`config.mk`:
```
export PLATFORM = sky130hd
export DESIGN_NAME = cordic_vector_iter
export DESIGN_NICKNAME = d
export VERILOG_FILES = /design/src/rtl/cordic_vector_iter.sv
export SDC_FILE = /design/constraint.sdc
export NUM_CORES = 1
export LEC_CHECK = 0
export BUFFER_PORTS_ARGS = -buffer_cell sky130_fd_sc_hd__buf_2
export CAP_MARGIN = 20
export CORE_ASPECT_RATIO = 1.2
export CORE_UTILIZATION = 30
export CTS_CLUSTER_SIZE = 20
export DETAILED_ROUTE_END_ITERATION = 10
export SYNTH_ARGS = -nofsm -noshare
export SYNTH_HDL_FRONTEND = slang
export SYNTH_SLANG_ARGS = --single-unit
```
`constraint.sdc`:
```
create_clock -name clk -period 5.9 [get_ports clk]
set_input_delay 0 -clock clk [delete_from_list [all_inputs] [get_ports clk]]
set_output_delay 0 -clock clk [all_outputs]
set_load 0.005 [all_outputs]
```
`src/rtl/cordic_vector_iter.sv`:
```
// cordic_vector_iter
//   Iterative vectoring-mode CORDIC. One (x, y) pair per transaction is
//   rotated onto the positive x axis by driving y to zero, one
//   micro-rotation per clock. The residual x is the gain-scaled magnitude
//   and the accumulated z is atan2(y, x) in Q3.29 radians.
//
//   Optional build macro: GAIN_COMP_EN
//     When defined, an extra GAIN state multiplies x by 1/K (Q1.31,
//     truncated) so mag_out is the true magnitude. Latency grows by one.
//
// Ports
//   clk        in   rising-edge clock
//   rst        in   synchronous active-high reset, aborts any transaction
//   start      in   request, sampled only while idle
//   x_in       in   signed x operand, |x_in| <= 2^29
//   y_in       in   signed y operand, |y_in| <= 2^29
//   busy       out  high from the cycle after start is taken until done
//   done       out  one-cycle pulse, results valid on this cycle
//   mag_out    out  signed magnitude (gain-scaled unless GAIN_COMP_EN)
//   angle_out  out  signed angle, Q3.29 radians, [-pi, +pi]
module cordic_vector_iter #(
  parameter int ITER = 16
) (
  input  logic               clk,
  input  logic               rst,
  input  logic               start,
  input  logic signed [31:0] x_in,
  input  logic signed [31:0] y_in,
  output logic               busy,
  output logic               done,
  output logic signed [31:0] mag_out,
  output logic signed [31:0] angle_out
);

  localparam logic [2:0] S_IDLE    = 3'd0;
  localparam logic [2:0] S_PREROT  = 3'd1;
  localparam logic [2:0] S_ITERATE = 3'd2;
  localparam logic [2:0] S_DONE    = 3'd3;
`ifdef GAIN_COMP_EN
  localparam logic [2:0] S_GAIN    = 3'd4;
`endif

  localparam logic signed [31:0] HALF_PI = 32'sh3243F6A8;
  localparam logic [4:0]         LAST_I  = 5'(ITER - 1);

  // round(atan(2^-i) * 2^29)
  function automatic logic signed [31:0] atan_rom(input logic [4:0] idx);
    case (idx)
      5'd0:    atan_rom = 32'sh1921FB54;
      5'd1:    atan_rom = 32'sh0ED63383;
      5'd2:    atan_rom = 32'sh07D6DD7E;
      5'd3:    atan_rom = 32'sh03FAB753;
      5'd4:    atan_rom = 32'sh01FF55BB;
      5'd5:    atan_rom = 32'sh00FFEAAE;
      5'd6:    atan_rom = 32'sh007FFD55;
      5'd7:    atan_rom = 32'sh003FFFAB;
      5'd8:    atan_rom = 32'sh001FFFF5;
      5'd9:    atan_rom = 32'sh000FFFFF;
      5'd10:   atan_rom = 32'sh00080000;
      5'd11:   atan_rom = 32'sh00040000;
      5'd12:   atan_rom = 32'sh00020000;
      5'd13:   atan_rom = 32'sh00010000;
      5'd14:   atan_rom = 32'sh00008000;
      5'd15:   atan_rom = 32'sh00004000;
      5'd16:   atan_rom = 32'sh00002000;
      5'd17:   atan_rom = 32'sh00001000;
      5'd18:   atan_rom = 32'sh00000800;
      5'd19:   atan_rom = 32'sh00000400;
      5'd20:   atan_rom = 32'sh00000200;
      5'd21:   atan_rom = 32'sh00000100;
      5'd22:   atan_rom = 32'sh00000080;
      5'd23:   atan_rom = 32'sh00000040;
      5'd24:   atan_rom = 32'sh00000020;
      5'd25:   atan_rom = 32'sh00000010;
      5'd26:   atan_rom = 32'sh00000008;
      5'd27:   atan_rom = 32'sh00000004;
      5'd28:   atan_rom = 32'sh00000002;
      5'd29:   atan_rom = 32'sh00000001;
      default: atan_rom = 32'sh00000000;
    endcase
  endfunction

`ifdef GAIN_COMP_EN
  // x * K^-1 with K^-1 = 0x4DBA76D4 in Q1.31; truncating >>> 31
  function automatic logic signed [31:0] gain_scale(input logic signed [31:0] v);
    logic signed [63:0] prod;
    prod = $signed({{32{v[31]}}, v}) * 64'sh000000004DBA76D4;
    gain_scale = prod[62:31];
  endfunction
`endif

  logic [2:0]         state_q, state_d;
  logic [4:0]         i_q, i_d;
  logic signed [31:0] x_q, x_d;
  logic signed [31:0] y_q, y_d;
  logic signed [31:0] z_q, z_d;
  logic               zero_q, zero_d;
  logic               busy_q, busy_d;
  logic               done_q, done_d;
  logic signed [31:0] mag_q, mag_d;
  logic signed [31:0] ang_q, ang_d;

  logic signed [31:0] x_sh, y_sh;

  assign x_sh = x_q >>> i_q;
  assign y_sh = y_q >>> i_q;

  always_comb begin
    state_d = state_q;
    i_d     = i_q;
    x_d     = x_q;
    y_d     = y_q;
    z_d     = z_q;
    zero_d  = zero_q;
    busy_d  = busy_q;
    done_d  = 1'b0;
    mag_d   = mag_q;
    ang_d   = ang_q;

    case (state_q)
      S_IDLE: begin
        if (start) begin
          x_d     = x_in;
          y_d     = y_in;
          z_d     = 32'sd0;
          // z accumulates nonzero atan terms even for a null vector,
          // so the result is forced to zero at the end instead
          zero_d  = (x_in == 32'sd0) && (y_in == 32'sd0);
          busy_d  = 1'b1;
          state_d = S_PREROT;
        end
      end

      S_PREROT: begin
        // fold the left half-plane into the right by +/-90 degrees;
        // y = 0 goes through +90 so the result lands on +pi, never -pi
        if (x_q[31]) begin
          if (!y_q[31]) begin
            x_d = y_q;
            y_d = -x_q;
            z_d = HALF_PI;
          end else begin
            x_d = -y_q;
            y_d = x_q;
            z_d = -HALF_PI;
          end
        end
        i_d     = 5'd0;
        state_d = S_ITERATE;
      end

      S_ITERATE: begin
        if (y_q[31]) begin
          x_d = x_q - y_sh;
          y_d = y_q + x_sh;
          z_d = z_q - atan_rom(i_q);
        end else begin
          x_d = x_q + y_sh;
          y_d = y_q - x_sh;
          z_d = z_q + atan_rom(i_q);
        end
        if (i_q == LAST_I) begin
          i_d = 5'd0;
`ifdef GAIN_COMP_EN
          state_d = S_GAIN;
`else
          state_d = S_DONE;
`endif
        end else begin
          i_d = i_q + 5'd1;
        end
      end

`ifdef GAIN_COMP_EN
      S_GAIN: begin
        x_d     = gain_scale(x_q);
        state_d = S_DONE;
      end
`endif

      S_DONE: begin
        mag_d   = zero_q ? 32'sd0 : x_q;
        ang_d   = zero_q ? 32'sd0 : z_q;
        done_d  = 1'b1;
        busy_d  = 1'b0;
        state_d = S_IDLE;
      end

      default: begin
        state_d = S_IDLE;
        busy_d  = 1'b0;
      end
    endcase
  end

  always_ff @(posedge clk) begin
    if (rst) begin
      state_q <= S_IDLE;
      i_q     <= 5'd0;
      x_q     <= 32'sd0;
      y_q     <= 32'sd0;
      z_q     <= 32'sd0;
      zero_q  <= 1'b0;
      busy_q  <= 1'b0;
      done_q  <= 1'b0;
      mag_q   <= 32'sd0;
      ang_q   <= 32'sd0;
    end else begin
      state_q <= state_d;
      i_q     <= i_d;
      x_q     <= x_d;
      y_q     <= y_d;
      z_q     <= z_d;
      zero_q  <= zero_d;
      busy_q  <= busy_d;
      done_q  <= done_d;
      mag_q   <= mag_d;
      ang_q   <= ang_d;
    end
  end

  assign busy      = busy_q;
  assign done      = done_q;
  assign mag_out   = mag_q;
  assign angle_out = ang_q;

endmodule

```
[Yosys cells after proc, flatten, opt, wreduce, memory -nomap -nowiden]
Memory sizes are Yosys's and may differ from the RTL's. A register that Yosys moved wholly into a read port is not among the register bits.
Index checks and enable logic that the tools add are counted.
Storage, ports and cells
  input port bits: 67
  register bits: 171
  output and inout bits: 66
  memories kept: 2
  ROM bits: 1856
Operators by class
  muxes and demuxes: 33
  shift-type cells: 2
  $add $sub $neg: 9
  reduce and logical (&&, ||, !) cells: 12
  eq/ne operators: 7
  bitwise operators: 1
Memory list
  (no name shown): words 32, width 29, rd ports 1, clocked after Yosys merged registers in 1, write ports 0, RTL line 48  | case (idx)
  (no name shown): words 32, width 29, rd ports 1, clocked after Yosys merged registers in 1, write ports 0, RTL line 48
Operators by type and width (number)
  $mux 32: 18
  $pmux 32 s3: 3
  $add 32x32->32: 3
  $sub 32x32->32: 3
  $logic_not 32->1: 2
  $neg 32->32: 2
  $sshr 32x5->32: 2
  $mux 5: 5
  $pmux 5 s2: 1
  $pmux 3 s3: 1
  $reduce_and 2->1: 4
  $eq 3x2->1 const B: 2
  $mux 3: 2
  $ne 2x2->1 const B: 3
  $add 5x1->5 const B: 1
  $eq 5x4->1 const B: 1
  $eq 3x1->1 const B: 1
  $logic_not 3->1: 1
  $reduce_and 3->1: 1
  $reduce_bool 3->1: 1
  $mux 1: 2
  $pmux 1 s2: 1
  $reduce_bool 2->1: 1
  $reduce_or 2->1: 1
  2 further kinds: 2

[Longest topological paths before layout]
Gate-level depths: netlist of the first run.
  word-level depth: 5
  gate-level depth with buffers: 27

[Worst setup path before layout of the first run]
OpenSTA, ideal clock, no wires.
  path kind: reg2reg
  start point: register i_q[0]
  end point: register y_q[28]
  slack: 265 ps
  required time: 5767 ps
  data arrival time: 5501 ps
  path buffers: 5
  cell stages (with the launch flop): 26
  cells stage by stage: dfxtp_1 -> buf_4 -> buf_4 -> buf_4 -> buf_2 -> buf_2 -> mux2_4 -> a222oi_1 -> nor3b_4 -> ha_1 -> inv_1 -> nor3b_1 -> and2_1 -> a31oi_1 -> xor2_1 -> ha_1 -> nand2_1 -> o21ai_0 -> a22o_1 -> a41oi_1 -> o311ai_0 -> a21oi_1 -> a311o_1 -> xnor2_1 -> a221oi_1 -> a211oi_1
On the way
  word-level cells in the longest chain between the ends: 4
RTL lines
  from (decl): RTL line 93  | logic [4:0] i_q, i_d;
  from (signal assigned): RTL line 210  | i_q <= i_d;
  $sshr 32x5->32 (*): RTL line 105  | assign x_sh = x_q >>> i_q;
  $sub 32x32->32 / $add 32x32->32 (equally long branches): RTL line 159, 155
  $mux 32 (*): RTL line 153  | if (y_q[31]) begin
  $pmux 32 s3 (*): RTL line 120  | case (state_q)
  to (signal assigned): RTL line 212  | y_q <= y_d;
  to (decl): RTL line 95  | logic signed [31:0] y_q, y_d;
Every way passes the cells marked *; elsewhere a longest branch is shown, timed or not.
A chain may end at the register's enable or synchronous reset.

[Worst setup path in the final report of the first run]
  start point: register i_q[1]
  end point: register y_q[28]
Same word-level chain as after synthesis.

==> flow_metrics.py, run 1 <==
metrics = {
    "sta": {
        "hold_viol": 0,
        "min_period_ns": 5.61,
        "slew_viol_final": 0,
        "worst_pin_slew_ns": 1.26,
        "finClkSkew_ns": 0.0240,
        "tns_ns": 0,
        "setup_viol_count_final": 0,
        "relSlewSlack": 0.150,
        "fin_ws_ns": 0.287,
        "max_freq_mhz": 178,
        "fin_crit_sh": 0.951,
        "rsz0062_at_grt": "true",
    },
    "grt": {
        "grt_max_degree": 98,
        "first_global_vias": 23800,
        "grt_overflow_total": 0,
        "grt_pass1_wl_mm": 150,
        "antenna_found_initial": 3,
        "grt.total_usage": 0.265,
    },
    "synthesis": {
        "ys_seq_area_frac": 0.180,
        "yosysUniqueCellTypes": 102,
        "ys_seq_elements": 199,
        "async_flop_share": 0,
        "synthesis.nets": 3070,
        "synth_ff_type": "dfxtp_1",
        "synth_warnings": 0,
        "syn_area_per_cell_um2": 7.68,
        "synthCells": 2882,
        "syn_area_um2": 22100,
        "synth_largest_area_cell": "dfxtp_1",
        "synth-edff-count": 0,
        "synth_top_area_frac": 0.180,
        "synthTopCellsByArea": "dfxtp_1 18%, mux4_2 7.8%, a21oi_1 7.6%",
    },
    "power_and_ir_drop": {
        "vdd_drop_max_mv": 0.302,
        "p_leak_nw": 11.0,
        "pwr_density_cell_nw_per_um2": 584,
        "power.total_mw": 15.8,
    },
    "clock_tree": {
        "tritoncts": "yes",
        "cts_buffers": 17,
        "root_buffer": "clkbuf_16",
        "path_clk_slew_ns": 0.09,
        "clock-sinks": 199,
        "cts_max_level": 4,
        "insertion_delay_ns": 0.50,
        "ctsLongestPathBuffers": 2,
    },
    "placement": {
        "routabilityCongestion": 1.03,
        "dp_hpwl_mm": 79.2,
        "place_area_um2": 25800,
        "dp_cells": 4061,
        "io_buffers": 132,
        "pre_cts_slack_ns": 0.0400,
    },
    "die": {
        "rows": 108,
        "coreArea_um2": 72700,
        "io_pins": 133,
        "die_area_um2": 74900,
        "die_x_um": 250,
        "start_util": 0.304,
        "chipHeight_um": 300,
    },
    "routing": {
        "first_pass_iters": 6,
        "ant_nets": 0,
        "num_vias": 24800,
        "routed_wl_mm": 102,
        "drt_iter0_drc": 2356,
        "vias_per_cell": 5.96,
        "routedWlPerCell_um": 24.5,
        "drc": 0,
    },
    "worst_setup_path": {
        "crit_type": "reg -> reg",
        "worst_ep_arrival_time_ns": 5.97,
        "crit_fanout": 12,
        "endpoint_kind": "flip-flop",
        "crit_path_start_kind": "flip-flop",
        "crit_required_ns": 6.26,
    },
    "final_layout": {
        "fin_nets": 3393,
        "instances_no_fill": 4153,
        "finish.instance_area_um2": 27000,
        "drive_gt1_frac": 0.224,
        "diodes": 0,
        "synthToLayoutAreaGrowth_pct": 22.1,
    },
    "outcome": {
        "status": "finished clean",
    },
    "job": {
        "max_cap_viol_count": 0,
    },
    "worst_hold_path": {
        "hold_path_class": "in -> reg",
    },
}
[worst max-delay path, cell delays in order (launching register included)]
cell and delay, ns:
dfxtp_4 0.45, buf_12 0.17, mux4_2 0.57, mux4_2 0.51, nor3_1 0.19, buf_4 0.15, a31o_2 0.13, and3_1 0.18
or3b_4 0.38, o31a_1 0.28, xnor2_2 0.15, ha_1 0.31, nand2_1 0.07, o21ai_1 0.19, a22o_1 0.16, a41oi_1 0.04
buf_4 0.18, o311ai_1 0.28, buf_4 0.17, a21oi_1 0.08, a311o_1 0.30, xnor2_1 0.14, a221oi_1 0.27, a211oi_1 0.08
[placed cells by master (no fill, tap or decap), drive strengths merged, types with 13 or more instances in the layout]
| cell | synthesis | final |
|---|---|---|
| a211oi | 33 | 33 |
| a21boi | 15 | 15 |
| a21o | 38 | 38 |
| a21oi | 335 | 335 |
| a221oi | 43 | 43 |
| a22oi | 15 | 15 |
| a31oi | 27 | 27 |
| and2 | 18 | 18 |
| and3 | 27 | 27 |
| buf | 84 | 490 |
| clkbuf | 156 | 20 |
| dfxtp | 199 | 199 |
| dlygate4sd3 | 0 | 54 |
| ha | 118 | 118 |
| inv | 69 | 73 |
| mux2 | 40 | 40 |
| mux2i | 62 | 62 |
| mux4 | 83 | 83 |
| nand2 | 206 | 206 |
| nand2b | 54 | 54 |
| nand3 | 40 | 40 |
| nand3b | 39 | 39 |
| nand4 | 22 | 22 |
| nor2 | 317 | 317 |
| nor2b | 58 | 58 |
| nor3 | 91 | 91 |
| nor3b | 13 | 13 |
| nor4 | 32 | 32 |
| o211ai | 22 | 22 |
| o21a | 25 | 25 |
| o21ai | 151 | 151 |
| o22ai | 30 | 30 |
| o31ai | 22 | 22 |
| or2 | 13 | 13 |
| or3 | 22 | 22 |
| xnor2 | 124 | 124 |
| xor2 | 69 | 69 |
[synthesized netlist by cell type, types with 31 or more instances]
cell / n
a211oi_1: 31
nor2_1: 317
nand2b_1: 53
mux2i_1: 61
a21oi_1: 335
nand3_1: 40
nor3_1: 90
buf_2: 39
a21o_1: 38
clkbuf_1: 155
mux2_2: 37
inv_1: 68
nor2b_1: 58
o21ai_0: 147
mux4_2: 77
xor2_1: 69
nand3b_1: 39
ha_1: 118
a221oi_1: 43
nand2_1: 206
dfxtp_1: 199
xnor2_1: 123
[through the flow]
stage                      util  hold slack (ns)
final                     0.372           0.0131
after global routing      0.372           0.0337
after CTS                 0.369          0.00204
after detailed placement  0.354            0.327
after global placement    0.354            0.315
after floorplan               -            0.178
[repair_timing]
item,in CTS,in global routing
pin swaps,0,2
endpoints found under the hold margin,95,0
buffers inserted,1,4
hold buffers,54,0
endpoints found under the setup margin,2,19
resized for setup,0,33
[cells by family (layout without fill, tap and decap cells)]
logic type                 Yosys count  after routing  share of synthesized area
muxes                              185            185                      0.135
buffers and inverters              312            648                     0.0600
and+or+nand+nor                    973            973                      0.217
DFF                                199            199                      0.180
xor gates and xnor gates           194            194                     0.0777
adders and majority gates          121            121                     0.0694
AOI/OAI and AO/OA                  898            898                      0.261
[report_power, final]
group	internal, mW	total [mW]	switching [mW]
Clock	0.556	1.16	0.605
Combinational	5.40	12.6	7.16
Sequential	1.55	2.06	0.509
Total	7.51	15.8	8.27
[routing by layer]
metal  vias to the layer above  track usage  routed length (um)
li1                      11300            -                   -
met1                     11900        0.306               38000
met2                      1239        0.439               47400
met3                       332       0.0453                7950
met4                         4        0.198                8350
met5                         -            0                  26
[final timing paths]
kind,start,endpoint,slack [ns],cells after the start
worst min register to register,mag_out[22],mag_out[22],0.47,2
worst max-delay path,i_q[1],y_q[28],0.29,23
worst max register to register,i_q[1],y_q[28],0.29,23
worst min-delay path,y_in[17],y_q[17],0.01,5
[layout make-up]
cell class	instances	area, um2
Clock inverter	12	95.1
Timing Repair Buffer	544	4030
Tap cell	935	1170
Clock buffer	20	447
Fill cell	7579	45700
Multi-Input combinational cell	2371	17000
Sequential cell	199	4000
Inverter	72	270
Note: power is estimated with default switching activity, not from simulation.
==> run 2: changes to the inputs <==
clock period = 5.34 ns   (was 5.9 ns; I/O delays follow)
==> run 2 against run 1 <==
The run now ends with hold timing, setup timing left. Worst setup slack worse by 0.44 ns. Hold slack worse by 0.019 ns. Via count grew 3.7%. Sequential power is 6% higher. First-iteration DRC count grew 6.1%. Global-route usage grew 0.061 points. Routed wire length up 0.75%.
==> flow_metrics.py, run 2 (synthesized netlist as in run 1, its figures left out) <==
metrics = {
    "worst_setup_path": {
        "path_buf_inv": 5,
        "cpPeakStageDelay_ns": 0.51,
        "endpoint_kind": "flip-flop",
        "reg2reg_to": "y_q[31]",
        "worst_ep_arrival_time_ns": 5.88,
        "crit_path_start_kind": "flip-flop",
        "crit_fanout": 7,
        "crit_required_ns": 5.73,
        "crit_chain": "buf_4 > mux4_2 > mux2_4 > a222oi_1 > nor3b_4 > buf_4 > nand4_2 > or3b_4 > o31a_1 > xnor2_2 > buf_4 > ha_4 > o21a_1 > o21a_1 > buf_4 > a211o_4 > a211o_1 > a21oi_2 > o31ai_2 > xnor2_1 > buf_4 > o221ai_2",
        "crit_top_cell": "buf_4",
        "slowest_stage": "mux4_2",
        "rr_worst_depth": 22,
        "rrSetupSlack_ns": -0.15,
        "crit_type": "reg -> reg",
        "cpLargestDelayFamily": "compound AO/OA/AOI/OAI gates",
        "reg2reg_from": "i_q[1]",
    },
    "power_and_ir_drop": {
        "pwr-share-seq": 0.111,
        "p_comb_frac": 0.820,
        "p_int_mw": 9.81,
        "vdd_drop_max_mv": 0.276,
        "pwr_density_cell_nw_per_um2": 669,
        "p_switching_mw": 10.0,
        "p_leak_nw": 12.4,
        "clockPowerShare": 0.069,
        "switching_share": 0.505,
    },
    "grt": {
        "grt_overflow_total": 0,
        "grt_max_degree": 119,
        "first_global_vias": 25100,
        "grt_pass1_wl_mm": 152,
        "antenna_found_initial": 3,
        "grt.total_usage": 0.265,
    },
    "placement": {
        "dp_hpwl_mm": 79.5,
        "place_area_um2": 27300,
        "dp_cells": 4257,
        "io_buffers": 132,
        "routabilityCongestion": 1.01,
    },
    "die": {
        "coreArea_um2": 72700,
        "chipHeight_um": 300,
        "rows": 108,
        "io_pins": 133,
        "die_x_um": 250,
        "die_area_um2": 74900,
        "start_util": 0.304,
    },
    "worst_hold_path": {
        "holdPathStages": 2,
        "hold_path_class": "in -> reg",
        "hold_start": "rst",
        "hold-path-endpoint": "z_q[13]",
    },
    "clock_tree": {
        "root_buffer": "clkbuf_16",
        "cts_buffers": 17,
        "tritoncts": "yes",
        "ctsLongestPathBuffers": 2,
        "cts_max_level": 4,
        "insertion_delay_ns": 0.50,
        "path_clk_slew_ns": 0.10,
        "clock-sinks": 199,
    },
    "sta": {
        "tns_ns": -0.556,
        "relSlewSlack": 0.135,
        "finClkSkew_ns": 0.0221,
        "holdWs_ns": -0.00577,
        "fin_ws_ns": -0.149,
        "worst_pin_slew_ns": 1.29,
        "hold_viol": 2,
        "setup_viol_count_final": 11,
        "min_period_ns": 5.49,
        "slew_viol_final": 0,
        "fin_crit_sh": 1.03,
        "rsz0062_at_grt": "true",
        "max_freq_mhz": 182,
    },
    "final_layout": {
        "drive_gt1_frac": 0.307,
        "instances_no_fill": 4394,
        "final_cell_mix": "572 x buf_4, 307 x a21oi_1, 305 x nor2_1",
        "finish.instance_area_um2": 29600,
        "fin_nets": 3632,
        "final_common_cell": "buf_4",
        "synthToLayoutAreaGrowth_pct": 33.9,
    },
    "routing": {
        "first_pass_iters": 6,
        "routed_wl_mm": 103,
        "routedWlPerCell_um": 23.3,
        "drt_iter0_drc": 2499,
        "num_vias": 25700,
        "ant_nets": 0,
        "vias_per_cell": 5.84,
        "drc": 0,
    },
    "job": {
        "max_cap_viol_count": 0,
    },
    "outcome": {
        "failed_checks": "hold timing, setup timing",
        "status": "complete, but fails checks",
    },
}
## run 2: cell types whose count changed in the layout (fill, tap and decap cells not counted), sizes merged
cell	delta
clkinvlp	-6
inv	+4
diode	+2
dlygate4sd3	-2
buf	+240
clkinv	+5
clkbuf	-2
## run 2: worst max-delay path by stage
stage,start,to,slack [ns],cells past startpoint
global placement,i_q[0],x_q[30],-0.43,24
global route,i_q[0],y_q[31],-0.32,22
detailed placement,i_q[0],y_q[20],-0.47,24
floorplan,i_q[1],y_q[27],0.02,22
CTS,i_q[1],y_q[24],-0.07,23
finish,i_q[1],y_q[31],-0.15,22
## run 2: power by group through the flow
stage          registers, mW  logic (mW)  clock network, mW
2_1_floorplan           1.91        8.69                  0
3_3_place_gp            2.19        14.5                  0
3_5_place_dp            2.18        14.5                  0
4_1_cts                 2.15        15.3               1.40
5_1_grt                 2.18        17.4               1.45
6_report                2.19        16.3               1.37
## run 2: repair_timing
| item | CTS | global route |
|---|---|---|
| resized for setup | 109 | 81 |
| cloned | 1 | 0 |
| endpoints found under the setup margin | 30 | 36 |
| setup buffers | 36 | 16 |
| pin swaps | 58 | 61 |
| endpoints found under the hold margin | 51 | 0 |
| hold buffers | 52 | 0 |
## run 2: worst register-to-register path, stage by stage, from the launching register on
cell	delay [ns]
dfxtp_4	0.46
buf_4	0.14
mux4_2	0.51
mux2_4	0.30
a222oi_1	0.23
nor3b_4	0.26
buf_4	0.15
nand4_2	0.14
or3b_4	0.44
o31a_1	0.28
xnor2_2	0.24
buf_4	0.16
ha_4	0.20
o21a_1	0.10
o21a_1	0.18
buf_4	0.13
a211o_4	0.39
a211o_1	0.36
a21oi_2	0.21
o31ai_2	0.09
xnor2_1	0.17
buf_4	0.14
o221ai_2	0.08
## run 2: stage by stage
step	worst slack, ns	util	power (mW)
final	-0.149	0.407	19.8
after global placement	-0.426	0.375	16.7
after CTS	-0.0685	0.401	18.9
after detailed placement	-0.472	0.375	16.7
after floorplan	0.0246	-	10.6
after global routing	-0.319	0.407	21.0
## run 2: layer usage
layer	GRT usage	wire length [um]
met1	0.307	38100
met2	0.444	48100
met3	0.0345	7430
met4	0.208	8910
met5	0	17
## run 2: area by class of cell
cell class	instances	area [um2]
tap	935	1170
inverter	72	270
multi-input combinational	2371	17600
antenna	2	5.00
timing repair buffer	783	5940
clock inverter	15	174
fill	7488	43100
clock buffer	17	425
sequential	199	4000
